<file path="src/rtl/if_id_fifo_pkg.sv">
// Shared defines for the IF/ID decoupling buffer.
// Reset/enable levels, zero word and default bus widths.
package if_id_fifo_pkg;

    localparam logic        RstEnable    = 1'b1;
    localparam logic        RstDisable   = 1'b0;
    localparam logic        WriteEnable  = 1'b1;
    localparam logic        WriteDisable = 1'b0;
    localparam logic [31:0] ZeroWord     = 32'h0000_0000;

    localparam int InstAddrW = 32;
    localparam int InstW     = 32;

endpackage

</file>
<file path="src/rtl/if_id_fifo_mem.sv">
// Storage array for if_id_fifo: DEPTH x W, one write port, async read.
// Ports: clk, we/waddr/wdata (write), raddr/rdata (combinational read).
module if_id_fifo_mem
    import if_id_fifo_pkg::*;
#(
    parameter int DEPTH = 4,
    parameter int W     = 64,
    parameter int AW    = $clog2(DEPTH)
) (
    input  logic          clk,
    input  logic          we,
    input  logic [AW-1:0] waddr,
    input  logic [W-1:0]  wdata,
    input  logic [AW-1:0] raddr,
    output logic [W-1:0]  rdata
);

    logic [W-1:0] mem [DEPTH];

    always_ff @(posedge clk) begin
        if (we == WriteEnable) begin
            mem[waddr] <= wdata;
        end
    end

    assign rdata = mem[raddr];

endmodule

</file>
<file path="src/rtl/if_id_fifo.sv">
// IF->ID instruction buffer: pc/inst FIFO with flush and decode stall.
// Ports: clk, rst (sync, high), flush, if_* (fetch push), id_* (decode pop);
// with IF_ID_FIFO_STATS_EN: occupancy, full_stall_cnt.
module if_id_fifo
    import if_id_fifo_pkg::*;
#(
    parameter int ADDR_W = InstAddrW,
    parameter int INST_W = InstW,
    parameter int DEPTH  = 4
) (
    input  logic              clk,
    input  logic              rst,
    input  logic              flush,
    input  logic              if_valid,
    input  logic [ADDR_W-1:0] if_pc,
    input  logic [INST_W-1:0] if_inst,
    output logic              if_ready,
    output logic              id_valid,
    output logic [ADDR_W-1:0] id_pc,
    output logic [INST_W-1:0] id_inst,
    input  logic              id_ready
`ifdef IF_ID_FIFO_STATS_EN
    ,
    output logic [$clog2(DEPTH):0] occupancy,
    output logic [31:0]            full_stall_cnt
`endif
);

    localparam int PTR_W = $clog2(DEPTH);
    localparam int CNT_W = PTR_W + 1;
    localparam int ENT_W = ADDR_W + INST_W;

    logic [PTR_W-1:0] head;
    logic [PTR_W-1:0] tail;
    logic [CNT_W-1:0] count;
    logic             push;
    logic             pop;
    logic [ENT_W-1:0] rdata;

    // Ready depends on count only, so a full buffer never
    // accepts a push even if decode pops in the same cycle.
    assign if_ready = (count < CNT_W'(DEPTH));
    assign id_valid = (count != '0);

    assign push = if_valid && if_ready && !flush;
    assign pop  = id_valid && id_ready && !flush;

    always_ff @(posedge clk) begin
        if (rst == RstEnable) begin
            head  <= '0;
            tail  <= '0;
            count <= '0;
        end else if (flush) begin
            head  <= '0;
            tail  <= '0;
            count <= '0;
        end else begin
            if (push) tail <= tail + 1'b1;
            if (pop)  head <= head + 1'b1;
            unique case (1'b1)
                (push && !pop): count <= count + 1'b1;
                (pop && !push): count <= count - 1'b1;
                default:        count <= count;
            endcase
        end
    end

    if_id_fifo_mem #(
        .DEPTH (DEPTH),
        .W     (ENT_W)
    ) u_mem (
        .clk   (clk),
        .we    (push && (rst == RstDisable)),
        .waddr (tail),
        .wdata ({if_pc, if_inst}),
        .raddr (head),
        .rdata (rdata)
    );

    // Outputs forced to zero when empty so stale array data never leaks.
    assign id_pc   = id_valid ? rdata[ENT_W-1:INST_W] : ADDR_W'(ZeroWord);
    assign id_inst = id_valid ? rdata[INST_W-1:0]     : INST_W'(ZeroWord);

`ifdef IF_ID_FIFO_STATS_EN
    assign occupancy = count;

    // Flush does not clear this; it tracks fetch back-pressure overall.
    always_ff @(posedge clk) begin
        if (rst == RstEnable) begin
            full_stall_cnt <= '0;
        end else if (if_valid && !if_ready && (full_stall_cnt != '1)) begin
            full_stall_cnt <= full_stall_cnt + 32'd1;
        end
    end
`endif

endmodule

</file>
<file path="config.mk">
export PLATFORM = sky130hd
export DESIGN_NAME = if_id_fifo
export DESIGN_NICKNAME = d
export VERILOG_FILES = /design/src/rtl/if_id_fifo_pkg.sv /design/src/rtl/if_id_fifo_mem.sv /design/src/rtl/if_id_fifo.sv
export SDC_FILE = /design/constraint.sdc
export NUM_CORES = 1
export LEC_CHECK = 0
export BUFFER_PORTS_ARGS = -buffer_cell sky130_fd_sc_hd__buf_2
export CAP_MARGIN = 20
export CORE_MARGIN = 1
export CORE_UTILIZATION = 57
export DETAILED_ROUTE_END_ITERATION = 16
export PLACE_DENSITY = 0.79
export SYNTH_ARGS = -nofsm -noshare
export SYNTH_HDL_FRONTEND = slang
export SYNTH_SLANG_ARGS = --single-unit
</file>
<file path="constraint.sdc">
create_clock -name clk -period 3.4 [get_ports clk]
set_clock_uncertainty 0.1 [all_clocks]
set_input_delay 0.17 -clock clk [delete_from_list [all_inputs] [get_ports clk]]
set_output_delay 0.17 -clock clk [all_outputs]
set_load 0.02 [all_outputs]
</file>
* After elaboration in Yosys (flattened, before gate mapping)
Memories as Yosys holds them, arrays and structs flattened. A register that Yosys moved wholly into a read port is not among the register bits.
Index checks and enable logic that the tools add are counted.
** Operators by class
- Add/sub/neg operators :: 4
- $mul :: 0
- Divide/modulo/power cells :: 0
- $lt $le $gt $ge :: 1
- Equality and inequality tests :: 0
- Shift operators :: 0
- Mux-type cells :: 7
- Bitwise logic cells :: 1
- Reduce and logical (&&, ||, !) cells :: 13
** Operators with widths (count)
- two-way mux 32 bit :: 2
- logical AND 1 bit :: 7
- one-hot mux 3 bit (2 select lines) :: 1
- adder 2 x 1 -> 2 bit (second input constant) :: 2
- two-way mux 2 bit :: 2
- adder 3 x 1 -> 3 bit (second input constant) :: 1
- zero test 1 bit :: 3
- < comparator 3 bit (second input constant) :: 1
- nonzero test 3 bit :: 1
- subtractor 3 x 1 -> 3 bit (second input constant) :: 1
- two-way mux 1 bit :: 2
- nonzero test 2 bit :: 1
- OR reduction 2 bit :: 1
- NOT 1 bit :: 1
** Word-level totals
- Bits in registers :: 7
- Latch bits :: 0
- Memory bits (writable) :: 256
- ROM bits :: 0
- Logic and storage cells :: 30
- Memories :: 1
** Memory list
- u_mem.mem :: depth 4, bits a word 64, rd ports 1, clocked after Yosys merged registers in 1, wr ports 1, RTL line if_id_fifo_mem.sv:18 : logic [W-1:0] mem [DEPTH];

* Depth between registers and ports, before layout
- Depth in word-level cells :: 6
- Depth in mapped cells :: 8

* By module
Synthesis repeated with hierarchy kept, for this count alone.
** Unflattened totals
- Cell total of the unflattened synthesis :: 450
- Area, all modules :: 10117.2 sq um
** Modules (own cells, without submodules)
- if_id_fifo_mem :: times used 1, cells each 338, area an instance 9341.5 sq um
- if_id_fifo :: times used 1, cells each 112, area an instance 775.7 sq um

* Least setup slack after synthesis
No wires, ideal clock.
- Path type :: input to register
- Start :: in flush
- End :: mem u_mem.mem[1][0], enable pin
- Data arrival time :: 2440 ps
- Slack :: 431 ps
- Stages on the path :: 4
- Path buffers :: 1
- Path through :: or2_2 -> buf_2 -> nor3b_1 -> and2_1
** Between the ends
- Cells in the longest elaborated chain, start to end :: 5
** RTL lines
- start, declared :: RTL line if_id_fifo.sv:13 : input logic flush,
- zero test 1 bit :: RTL line if_id_fifo.sv:45 : assign push = if_valid && if_ready && !flush;
- logical AND 1 bit :: RTL line if_id_fifo.sv:45
- logical AND 1 bit :: RTL line if_id_fifo.sv:73 : .we (push && (rst == RstDisable)),
- two-way mux 1 bit :: RTL line if_id_fifo_mem.sv:21 : if (we == WriteEnable) begin
- two-way mux 1 bit (not written as such) :: RTL line if_id_fifo_mem.sv:22 : mem[waddr] <= wdata;
- end, declared :: RTL line if_id_fifo_mem.sv:18
Every way passes these cells.

==> impl_metrics.ini <==
[setup_path]
path_max_fanout = 33
cp.required_ps = 3130
worst_path_max_delay_cell = dfxtp_4
critPathKind = flop to primary output
path_cells = buf_12 > mux4_1 > and2_1 > buf_2
critPathTopFamily = flip-flops
cp.arrival_ps = 2450
crit_buf_inv = 2
critPathCaptureType = primary output
rr_worst_depth = 8
critPathLaunchType = flop
crit_cells = 4
ff2ff_setup_slack_ps = 1120
slowest_delay_ps = 610

[route]
drt_iter0_drc = 355
ant_nets = 0
routed_wl_mm = 19.6
drcViolationCount = 0
vias_per_cell = 5.60
first_pass_iters = 5
via_count = 5112
wl_per_cell_um = 21.5

[pwr]
leakagePower_nw = 4.37
power_density_mw_per_mm2 = 519
vdd_drop_max_v = 0.000516

[sta]
max_freq_mhz = 368
slew_headroom_pct = 35.8
final-setup-viol-count = 0
setup_slack_ps = 684
timing.setup.tns_ps = 0
tightest_slew_ps = 963
hold_viol_final = 0
fin_crit_sh_pct = 79.9
post-route-min-period_ps = 2720
final_max_slew_viol_count = 0
rsz0062_at_grt = false

[synth]
netlist.area_leader.share_pct = 75.7
synth_area_leaders = edfxtp_1, mux4_2, and2_1
synthFlopType = edfxtp_1
synth_area_sq_mm = 0.0102
syn-num-nets = 532
synthCells = 457
post-synth-top-count-cell = edfxtp_1
postSynthAreaPerCell_sq_um = 22.2
yosys.area.top_type = edfxtp_1
ys_warn_count = 0
yosysSeqAreaShare_pct = 77.5
synth_seq_cells = 265
synth.distinct_cells = 26
synth_edf_count = 256
synth_common_cells = edfxtp_1, and2_1, mux4_2, dfxtp_1, nor2_1
synthArstFlopShare_pct = 0

[clock_tree]
cts_max_path_buffers = 3
path_clk_slew_ps = 60
cts_tree = yes
post_cts_buffers = 0
h-tree-depth = 1
cts-root-buf = clkbuf_16
cts_sinks = 265
hold_buffers = 68
cts_resized = 0
insertion_delay_ps = 510
cts_buffers = 25

[global_route]
first_global_vias = 5332
grt_first_pass_wirelength_mm = 30.4
track_usage_pct = 22.7
antenna_found_initial = 0
grt_max_degree = 65
grt_overflow = 0

[placed_design]
dp.cells = 805
portBuffers = 134
place.gp.congestion = 0.815
place_ws_ps = 944
dp_hpwl_mm = 11.6

[layout]
n_antenna_cell = 0
syn_to_final_growth_pct = 23.4
utilization_pct = 72.2
nets = 750
instances_no_fill = 913
drive_gt1_share_pct = 35.6

[run_status]
status = finished, final reports clean

[die]
start_util_pct = 58.5
die_area_sq_mm = 0.0184
core_sq_mm = 0.0174
ios = 135
die_h_um = 135
die_w_um = 135
rows = 48

[job]
max-cap-violations = 0

[hold_path]
holdCritPathClass = input pin to flop
worstHoldPathCells = 4
## worst reg2reg max path, delay by kind of cell (launching register included)
kind	cells	cell delay [ps]
buffers and inverters	2	230
AO/OA/AOI/OAI	1	140
XOR/XNOR	1	80
flip-flops	1	370
AND/OR/NAND/NOR	2	830
adder cells (fa/ha/maj)	2	460
## report_power, final
part	leakage (nW)	internal (mW)	switching [mW]
sequential	2.39	3.61	0.0112
combinational	1.62	0.146	0.152
clock	0.362	1.48	1.10
total	4.37	5.24	1.26
## registers in the layout, summed over array words and instances, names as in the netlist, named ones only
| signal | count |
|---|---|
| count | 3 |
| head | 2 |
| u_mem.mem | 256 |
| tail | 2 |
## routing by layer
layer | vias to the layer above | wire length [um] | track usage (%)
met5 | - | 0 | 0
li1 | 2275 | - | -
met4 | 0 | 408 | 6.55
met1 | 2619 | 7920 | 30.4
met2 | 185 | 10300 | 38.8
met3 | 33 | 988 | 3.93
## path summary, 6_finish.rpt
| check | startpoint | end |
|---|---|---|
| worst max register to register | count[2]$_SDFFE_PP0P_ | count[2]$_SDFFE_PP0P_ |
| worst min-delay path | if_valid | tail[0]$_SDFFE_PP0P_ |
| worst min register to register | head[0]$_SDFFE_PP0P_ | head[0]$_SDFFE_PP0P_ |
| worst max-delay path | flop | id_pc[0] |
## layout make-up
cell class	instances	area, sq um
sequential	265	7880
fill	1012	4820
multi-input combinational	163	2130
timing repair buffer	213	1480
clock buffer	30	644
tap	225	282
clock inverter	10	93.8
inverter	7	26.3
## cells by family after synthesis
kind of cell | Yosys count | synth area share, %
flops | 265 | 77.5
simple gates | 82 | 4.84
mux | 65 | 14.4
buf+inv | 29 | 1.74
fa+ha+maj | 6 | 0.813
compound gates | 5 | 0.308
xor+xnor | 5 | 0.431
## placed cells by master, fill, tap and decap left out
master / n
a21oi_1: 2
and2_1: 64
and2_4: 4
buf_12: 4
buf_2: 134
buf_4: 7
bufinv_16: 2
clkbuf_1: 5
clkbuf_16: 25
clkinv_1: 5
clkinv_2: 3
dfxtp_1: 7
dfxtp_4: 2
dlygate4sd3_1: 68
edfxtp_1: 256
fa_1: 1
ha_1: 5
inv_1: 6
inv_2: 1
mux2i_1: 1
mux4_1: 3
mux4_2: 61
nand3_2: 1
nor2_1: 9
nor3b_1: 2
o21ai_0: 1
o311ai_0: 1
o31ai_1: 1
or2_2: 1
or3_1: 1
xnor2_1: 1
xor2_1: 4
## per-stage QoR
| step | hold slack [ps] | power (mW) | area [sq um] |
|---|---|---|---|
| final | 77.8 | 6.50 | 12500 |
| after global routing | 77.2 | 6.69 | 12500 |
| after CTS | 54.9 | 6.54 | 12500 |
| after detailed placement | 288 | 3.93 | 11100 |
| after global placement | 281 | 3.91 | 11100 |
| after floorplan | 169 | 3.81 | 10200 |
No activity file was read; power rests on OpenSTA's default activity.
